File: src/rtl/io_mailbox_if.sv
// Bundle between the CPU-facing I/O ports and the host byte streams of io_mailbox.
// master = CPU/host side, slave = mailbox.
interface io_mailbox_if;
  logic [15:0] io64_out;
  logic [15:0] io65_in;
  logic [7:0]  tx_data;
  logic        tx_valid;
  logic        tx_ready;
  logic [7:0]  rx_data;
  logic        rx_valid;
  logic        rx_ready;

  modport master (
    output io64_out, tx_ready, rx_data, rx_valid,
    input  io65_in, tx_data, tx_valid, rx_ready
  );

  modport slave (
    input  io64_out, tx_ready, rx_data, rx_valid,
    output io65_in, tx_data, tx_valid, rx_ready
  );
endinterface

File: src/rtl/io_mailbox.sv
// Toggle REQ/ACK command mailbox between CPU I/O ports and two byte FIFOs.
//   state | meaning
//   IDLE  | wait for a stable REQ toggle on the double-sampled command word
//   EXEC  | perform the latched command for one cycle and return ACK
module io_mailbox #(
  parameter int DEPTH = 16,
  parameter int AW    = 4
) (
  input  logic         clk,
  input  logic         reset,
  io_mailbox_if.slave  bus
);

  typedef enum logic {IDLE = 1'b0, EXEC = 1'b1} state_t;

  localparam logic [1:0]  CMD_NOP   = 2'b00;
  localparam logic [1:0]  CMD_PUSH  = 2'b01;
  localparam logic [1:0]  CMD_POP   = 2'b10;
  localparam logic [1:0]  CMD_CLEAR = 2'b11;
  localparam logic [AW:0] CNT_FULL  = (AW+1)'(DEPTH);

  state_t state, state_nxt;

  logic [15:0] s1, s2;
  logic        req_q;
  logic [1:0]  cmd_q;
  logic [7:0]  wdata_q;
  logic        ack, err;
  logic [7:0]  rdata;

  logic [7:0]  tx_mem [DEPTH];
  logic [AW-1:0] tx_wr, tx_rd;
  logic [AW:0] tx_cnt;
  logic [7:0]  rx_mem [DEPTH];
  logic [AW-1:0] rx_wr, rx_rd;
  logic [AW:0] rx_cnt;

  logic accept, do_push, do_pop, do_clear;
  logic tx_full, tx_push, tx_pop;
  logic rx_empty, rx_push, rx_pop;
  logic [3:0] rx_cnt_sat;

  always_ff @(posedge clk) begin
    if (reset) state <= IDLE;
    else       state <= state_nxt;
  end

  always_comb begin
    state_nxt = state;
    case (state)
      IDLE: if (s2[15] != ack && s2 == s1) state_nxt = EXEC;
      EXEC: state_nxt = IDLE;
      default: state_nxt = IDLE;
    endcase
  end

  always_comb begin
    accept   = 1'b0;
    do_push  = 1'b0;
    do_pop   = 1'b0;
    do_clear = 1'b0;
    if (state == IDLE) begin
      accept = (state_nxt == EXEC);
    end else begin
      case (cmd_q)
        CMD_PUSH:  do_push  = 1'b1;
        CMD_POP:   do_pop   = 1'b1;
        CMD_CLEAR: do_clear = 1'b1;
        default:   ;
      endcase
    end
  end

  assign tx_full  = (tx_cnt == CNT_FULL);
  assign tx_push  = do_push & ~tx_full;
  assign tx_pop   = bus.tx_valid & bus.tx_ready;
  assign rx_empty = (rx_cnt == '0);
  assign rx_push  = bus.rx_valid & bus.rx_ready & ~do_clear;
  assign rx_pop   = do_pop & ~rx_empty;

  always_ff @(posedge clk) begin
    if (reset) begin
      s1      <= '0;
      s2      <= '0;
      req_q   <= 1'b0;
      cmd_q   <= CMD_NOP;
      wdata_q <= '0;
      ack     <= 1'b0;
      err     <= 1'b0;
      rdata   <= '0;
      tx_wr   <= '0;
      tx_rd   <= '0;
      tx_cnt  <= '0;
      rx_wr   <= '0;
      rx_rd   <= '0;
      rx_cnt  <= '0;
    end else begin
      s1 <= bus.io64_out;
      s2 <= s1;
      if (accept) begin
        req_q   <= s2[15];
        cmd_q   <= s2[14:13];
        wdata_q <= s2[7:0];
      end
      if (state == EXEC) ack <= req_q;

      // CLEAR wins over any host handshake landing in the same cycle
      if (do_clear) begin
        tx_wr  <= '0;
        tx_rd  <= '0;
        tx_cnt <= '0;
        rx_wr  <= '0;
        rx_rd  <= '0;
        rx_cnt <= '0;
        err    <= 1'b0;
        rdata  <= '0;
      end else begin
        if (tx_push) tx_wr <= tx_wr + 1'b1;
        if (tx_pop)  tx_rd <= tx_rd + 1'b1;
        case ({tx_push, tx_pop})
          2'b10:   tx_cnt <= tx_cnt + 1'b1;
          2'b01:   tx_cnt <= tx_cnt - 1'b1;
          default: ;
        endcase
        if (do_push && tx_full) err <= 1'b1;

        if (rx_push) rx_wr <= rx_wr + 1'b1;
        if (rx_pop)  rx_rd <= rx_rd + 1'b1;
        case ({rx_push, rx_pop})
          2'b10:   rx_cnt <= rx_cnt + 1'b1;
          2'b01:   rx_cnt <= rx_cnt - 1'b1;
          default: ;
        endcase
        if (do_pop) begin
          if (rx_empty) begin
            rdata <= '0;
            err   <= 1'b1;
          end else begin
            rdata <= rx_mem[rx_rd];
          end
        end
      end
    end
  end

  always_ff @(posedge clk) begin
    if (tx_push) tx_mem[tx_wr] <= wdata_q;
    if (rx_push) rx_mem[rx_wr] <= bus.rx_data;
  end

  always_comb begin
    if (32'(rx_cnt) > 32'd15) rx_cnt_sat = 4'hF;
    else                      rx_cnt_sat = 4'(rx_cnt);
  end

  assign bus.io65_in  = {ack, ~rx_empty, tx_full, err, rx_cnt_sat, rdata};
  assign bus.tx_valid = (tx_cnt != '0);
  assign bus.tx_data  = tx_mem[tx_rd];
  assign bus.rx_ready = (rx_cnt != CNT_FULL);

endmodule

File: src/flat_wrapper.sv
// flat-port wrapper written by rule: the top's interface ports become plain ports
module io_mailbox_flat 
#(
  parameter int DEPTH = 16,
  parameter int AW    = 4
)
  (clk, reset, bus_io64_out, bus_tx_ready, bus_rx_data, bus_rx_valid, bus_io65_in, bus_tx_data, bus_tx_valid, bus_rx_ready);
  io_mailbox_if bus_i ();
  input  logic clk;
  input  logic reset;
  input wire logic [$bits(bus_i.io64_out)-1:0] bus_io64_out;
  input wire logic [$bits(bus_i.tx_ready)-1:0] bus_tx_ready;
  input wire logic [$bits(bus_i.rx_data)-1:0] bus_rx_data;
  input wire logic [$bits(bus_i.rx_valid)-1:0] bus_rx_valid;
  output wire logic [$bits(bus_i.io65_in)-1:0] bus_io65_in;
  output wire logic [$bits(bus_i.tx_data)-1:0] bus_tx_data;
  output wire logic [$bits(bus_i.tx_valid)-1:0] bus_tx_valid;
  output wire logic [$bits(bus_i.rx_ready)-1:0] bus_rx_ready;
  assign bus_i.io64_out = bus_io64_out;
  assign bus_i.tx_ready = bus_tx_ready;
  assign bus_i.rx_data = bus_rx_data;
  assign bus_i.rx_valid = bus_rx_valid;
  assign bus_io65_in = bus_i.io65_in;
  assign bus_tx_data = bus_i.tx_data;
  assign bus_tx_valid = bus_i.tx_valid;
  assign bus_rx_ready = bus_i.rx_ready;
  io_mailbox #(.DEPTH(DEPTH), .AW(AW)) u_core (.clk(clk), .reset(reset), .bus(bus_i));
endmodule
File: config.mk
export PLATFORM = sky130hd
export DESIGN_NAME = io_mailbox_flat
export DESIGN_NICKNAME = d
export VERILOG_FILES = /design/src/rtl/io_mailbox_if.sv /design/src/rtl/io_mailbox.sv /design/src/flat_wrapper.sv
export SDC_FILE = /design/constraint.sdc
export NUM_CORES = 1
export LEC_CHECK = 0
export ABC_AREA = 1
export CORE_MARGIN = 1.5
export CORE_UTILIZATION = 60
export CTS_CLUSTER_DIAMETER = 30
export CTS_CLUSTER_SIZE = 10
export DETAILED_ROUTE_END_ITERATION = 10
export PLACE_DENSITY_LB_ADDON = 0.1
export SETUP_SLACK_MARGIN = 0.1
export SLEW_MARGIN = 20
export SYNTH_ARGS = -nofsm -noshare
export SYNTH_HDL_FRONTEND = slang
export SYNTH_SLANG_ARGS = --single-unit
File: constraint.sdc
create_clock -name clk -period 2.5 [get_ports clk]
set_input_delay 0.5 -clock clk [delete_from_list [all_inputs] [get_ports clk]]
set_output_delay 0.5 -clock clk [all_outputs]
set_load 0.02 [all_outputs]
==> summary.txt, run 1 <==
Status
  • Status: finished, violations left
  • Violations in the final reports: negative setup slack

Synthesis
  • Most used flip-flop cell after synthesis: sky130_fd_sc_hd__edfxtp_1
  • Yosys synthesis warning count: 0
  • Post-Synthesis Cell Area: 14500 sq um
  • Post-synthesis async set-or-reset flop share: 0%
  • Yosys reg bits: 344
  • Average instance area after synthesis: about 10 sq um
  • Mapped Nets: between 1k and 1.5k
  • Sequential cell area fraction in the yosys report: between 60% and 70%
  • EDFF count, synth: around 260
  • Number of distinct library cells after synthesis: between 40 and 50
  • Instance count of the mapped netlist: 1419

Floorplanning
  • Area of the placeable core: between 20000 and 25000 sq um
  • Initial core utilization: between 60 and 70%
  • Die Span X: 159 um
  • Top-level port count: 54
  • Number of rows created at floorplan: 56
  • Vertical die dimension: about 160 um
  • Area of the die: 25200 sq um

Critical path
  • Critical path class: reg -> out
  • Startpoint Class: flop
  • Endpoint class of the critical path: output pin
  • CP Max Fanout: 12
  • FF-to-FF path depth: 14
  • Worst Path Arrival: just over 2000 ps
  • Required time at the worst-slack endpoint: roughly 2000 ps

Global routing
  • Total global routing track utilization: ~27%
  • Antenna violations before repair: 0
  • Via count of the first global-routing pass: approximately 10k
  • Sum of overflow across all layers after global routing: 0
  • Wire length of the first global-routing pass: 52.1 mm
  • Largest net degree at the start of global routing: between 60 and 70

Detailed routing
  • Detailed-routing iteration count for the pre-antenna-repair pass: 7
  • Total number of vias: roughly 10k
  • WL/cell: ~18 um
  • Number of DRC markers after the initial detailed-route iteration: roughly 1k
  • Via density per instance: between 5 and 6
  • Total Wirelength: 33.5 mm
  • Drc violations: 0
  • Routed Antenna Nets: 0

Finish
  • Area growth syn-to-layout: 24.3%
  • Fraction of final layout cells sized beyond drive strength 1: between 10% and 20%
  • Diodes inserted: 0
  • Layout net count: 1584
  • Final Cell Area: between 15000 and 20000 sq um

Clock network
  • Clock buffers created by TritonCTS: between 50 and 60
  • Clock network latency to the later pin of the worst-skew pair: 590 ps
  • Clock tree root buffer cell: sky130_fd_sc_hd__clkbuf_16
  • CTS tree: yes
  • Buffer levels on the longest clock path: 3
  • H-tree Lvls: 2
  • Clock Pin Slew Worst Setup and Hold Paths: roughly 50 ps
  • Hold buffers post-CTS: 0
  • TritonCTS sink count: 344

Timing
  • Pins over their slew limit: 0
  • Final setup TNS: -66.3 ps
  • Final worst-path cycle share: 102%
  • Max Fclk: 393 MHz
  • Min Clock Period, post-route: between 2000 and 3000 ps
  • Slew at the pin closest to its max-slew limit: 836 ps
  • Setup repair after global routing missed its margin: true
  • Final Skew: about 32 ps
  • Hold violation count in the final report: 0
  • Rel. slew slack: between 40 and 50%
  • Worst-case setup margin in the final layout: -41.4 ps
  • Setup-violating endpoint count in the final report: 2

Hold path
  • Hold WC Path Type: reg -> reg
  • Hold Path Stages: 2

Pwr
  • Max rail drop VDD: around 720 uV
  • Total chip power: about 0.016 W
  • Ratio of total power to cell area: just under 900 nW/um^2
  • Reported leakage power: 7.63 nW

Placed design
  • Placed standard-cell area: around 16000 sq um
  • Port Buf Inserts: 53
  • HPWL after DPL: around 20 mm
  • Final weighted congestion in routability-driven placement: 0.862

Job
  • Number of max-capacitance violations reported: 0
flip-flops by register name, summed over array words and instances, names as in the netlist, 2 cells and up, named ones only:
register / flops
u_core.tx_rd: 4
u_core.wdata_q: 8
u_core.rx_rd: 4
u_core.rdata: 8
u_core.tx_cnt: 5
u_core.rx_cnt: 5
u_core.rx_wr: 4
u_core.cmd_q: 2
u_core.tx_mem: 128
u_core.rx_mem: 128
u_core.s1: 16
u_core.s2: 16
u_core.tx_wr: 4
path summary, 6_finish.rpt:
kind / from / slack [ps] / to
max reg2reg: u_core.rx_cnt[0] / 280 / u_core.rx_cnt[4]
max: flop / -40 / bus_tx_data[2]
min: u_core.s1[1] / 430 / u_core.s2[1]
min reg2reg: u_core.s1[1] / 430 / u_core.s2[1]
synthesized netlist by cell type, types with 2 or more instances:
library cell,n,area (sq um)
sky130_fd_sc_hd__a21oi_1,45,225
sky130_fd_sc_hd__a21oi_2,2,17.5
sky130_fd_sc_hd__buf_2,24,120
sky130_fd_sc_hd__buf_4,7,52.6
sky130_fd_sc_hd__buf_6,6,67.6
sky130_fd_sc_hd__clkbuf_1,23,86.3
sky130_fd_sc_hd__dfxtp_1,88,1760
sky130_fd_sc_hd__edfxtp_1,256,7690
sky130_fd_sc_hd__ha_1,17,213
sky130_fd_sc_hd__inv_1,180,676
sky130_fd_sc_hd__inv_2,10,37.5
sky130_fd_sc_hd__nand2_1,280,1050
sky130_fd_sc_hd__nand2_2,6,37.5
sky130_fd_sc_hd__nand2_4,2,22.5
sky130_fd_sc_hd__nand3_1,134,671
sky130_fd_sc_hd__nand4_1,6,37.5
sky130_fd_sc_hd__nand4_2,2,25.0
sky130_fd_sc_hd__nor2_1,165,619
sky130_fd_sc_hd__nor2_2,6,37.5
sky130_fd_sc_hd__nor2_4,2,22.5
sky130_fd_sc_hd__nor3_1,2,10.0
sky130_fd_sc_hd__o211ai_1,6,45.0
sky130_fd_sc_hd__o21ai_0,80,400
sky130_fd_sc_hd__o21ai_1,6,30.0
sky130_fd_sc_hd__o221ai_1,27,236
sky130_fd_sc_hd__o22ai_1,5,31.3
sky130_fd_sc_hd__or2_2,3,18.8
sky130_fd_sc_hd__xnor2_1,4,35.0
sky130_fd_sc_hd__xor2_1,9,78.8
layout by cell type, fill, tap and decap left out, drive strengths merged:
| master | count |
|---|---|
| dfxtp | 88 |
| a211oi | 1 |
| nand3b | 1 |
| ha | 17 |
| clkbuf | 81 |
| nor2 | 174 |
| nor3 | 3 |
| a21o | 1 |
| o211ai | 6 |
| clkdlybuf4s50 | 43 |
| nand2 | 288 |
| clkinv | 18 |
| edfxtp | 256 |
| xnor2 | 4 |
| fa | 1 |
| o22ai | 5 |
| o21ai | 87 |
| nand4 | 8 |
| dlygate4sd2 | 2 |
| o221ai | 27 |
| inv | 193 |
| nand3 | 136 |
| or2 | 4 |
| bufinv | 10 |
| a21oi | 47 |
| xor2 | 9 |
| clkinvlp | 2 |
| buf | 75 |
| nand2b | 1 |
power by group:
group | switching, W | internal [W]
registers | 0.0000532 | 0.00617
logic | 0.000591 | 0.000410
clock network | 0.00270 | 0.00572
total | 0.00335 | 0.0123
timing repair:
| item | 4_1_cts | 5_1_grt |
|---|---|---|
| pin swaps | 10 | 18 |
| cloned | 3 | 2 |
| resized for setup | 75 | 41 |
| setup endpoints to repair | 10 | 11 |
| buffers inserted | 2 | 1 |
layer usage:
layer | routed length, um | track usage, % | share of wire (%) | vias up
met5 | 0 | 0 | 0 | -
met4 | 871 | 11.5 | 2.6 | 0
met3 | 2900 | 6.02 | 8.7 | 80
met2 | 15500 | 42.6 | 46 | 471
met1 | 14200 | 37.4 | 42 | 4945
li1 | - | - | - | 4992
kinds of logic (layout without fill, tap and decap cells):
family	Yosys count	after routing	synth area share [%]
AOI/OAI and AO/OA	174	174	6.95
xor gates and xnor gates	13	13	0.784
adders and majority gates	18	18	1.60
buffers and inverters	255	424	7.46
DFF	344	344	65.0
and+or+nand+nor	615	615	18.2
critical path, stage by stage (launching register included):
cell	delay [ps]
sky130_fd_sc_hd__dfxtp_4	380
sky130_fd_sc_hd__buf_4	190
sky130_fd_sc_hd__o21ai_1	230
sky130_fd_sc_hd__o221ai_2	150
sky130_fd_sc_hd__o211ai_1	180
sky130_fd_sc_hd__nand2_1	170
sky130_fd_sc_hd__buf_6	170
stage by stage:
| stage | util (%) | std cells | setup slack [ps] | hold slack, ps |
|---|---|---|---|---|
| floorplan | - | 1419 | 189 | 415 |
| global placement | 66.1 | 1789 | 94.5 | 422 |
| detailed placement | 66.1 | 1789 | 5.87 | 425 |
| CTS | 75.9 | 1905 | 40.0 | 433 |
| global route | 76.5 | 1907 | -66.6 | 457 |
| finish | 76.5 | 1907 | -41.4 | 434 |
layout make-up:
cell class                      count  area (sq um)
Tap cell                          319           399
Multi-Input combinational cell    820          4110
Inverter                          191           736
Sequential cell                   344          9460
Clock inverter                     32           460
Timing Repair Buffer              122          1220
Clock buffer                       79          1670
Fill cell                        1516          5550
Note: power is estimated with default switching activity, not from simulation.
==> run 2, diff against run 1 <==
--- a/config.mk
+++ b/config.mk
@@ -11,6 +11,7 @@
 export CTS_CLUSTER_DIAMETER = 30
 export CTS_CLUSTER_SIZE = 10
 export DETAILED_ROUTE_END_ITERATION = 10
+export GPL_ROUTABILITY_DRIVEN = 0
 export PLACE_DENSITY_LB_ADDON = 0.1
 export SETUP_SLACK_MARGIN = 0.1
 export SLEW_MARGIN = 20
==> results of run 2 <==
Final layout, timing and power as in run 1 (identical DEF).
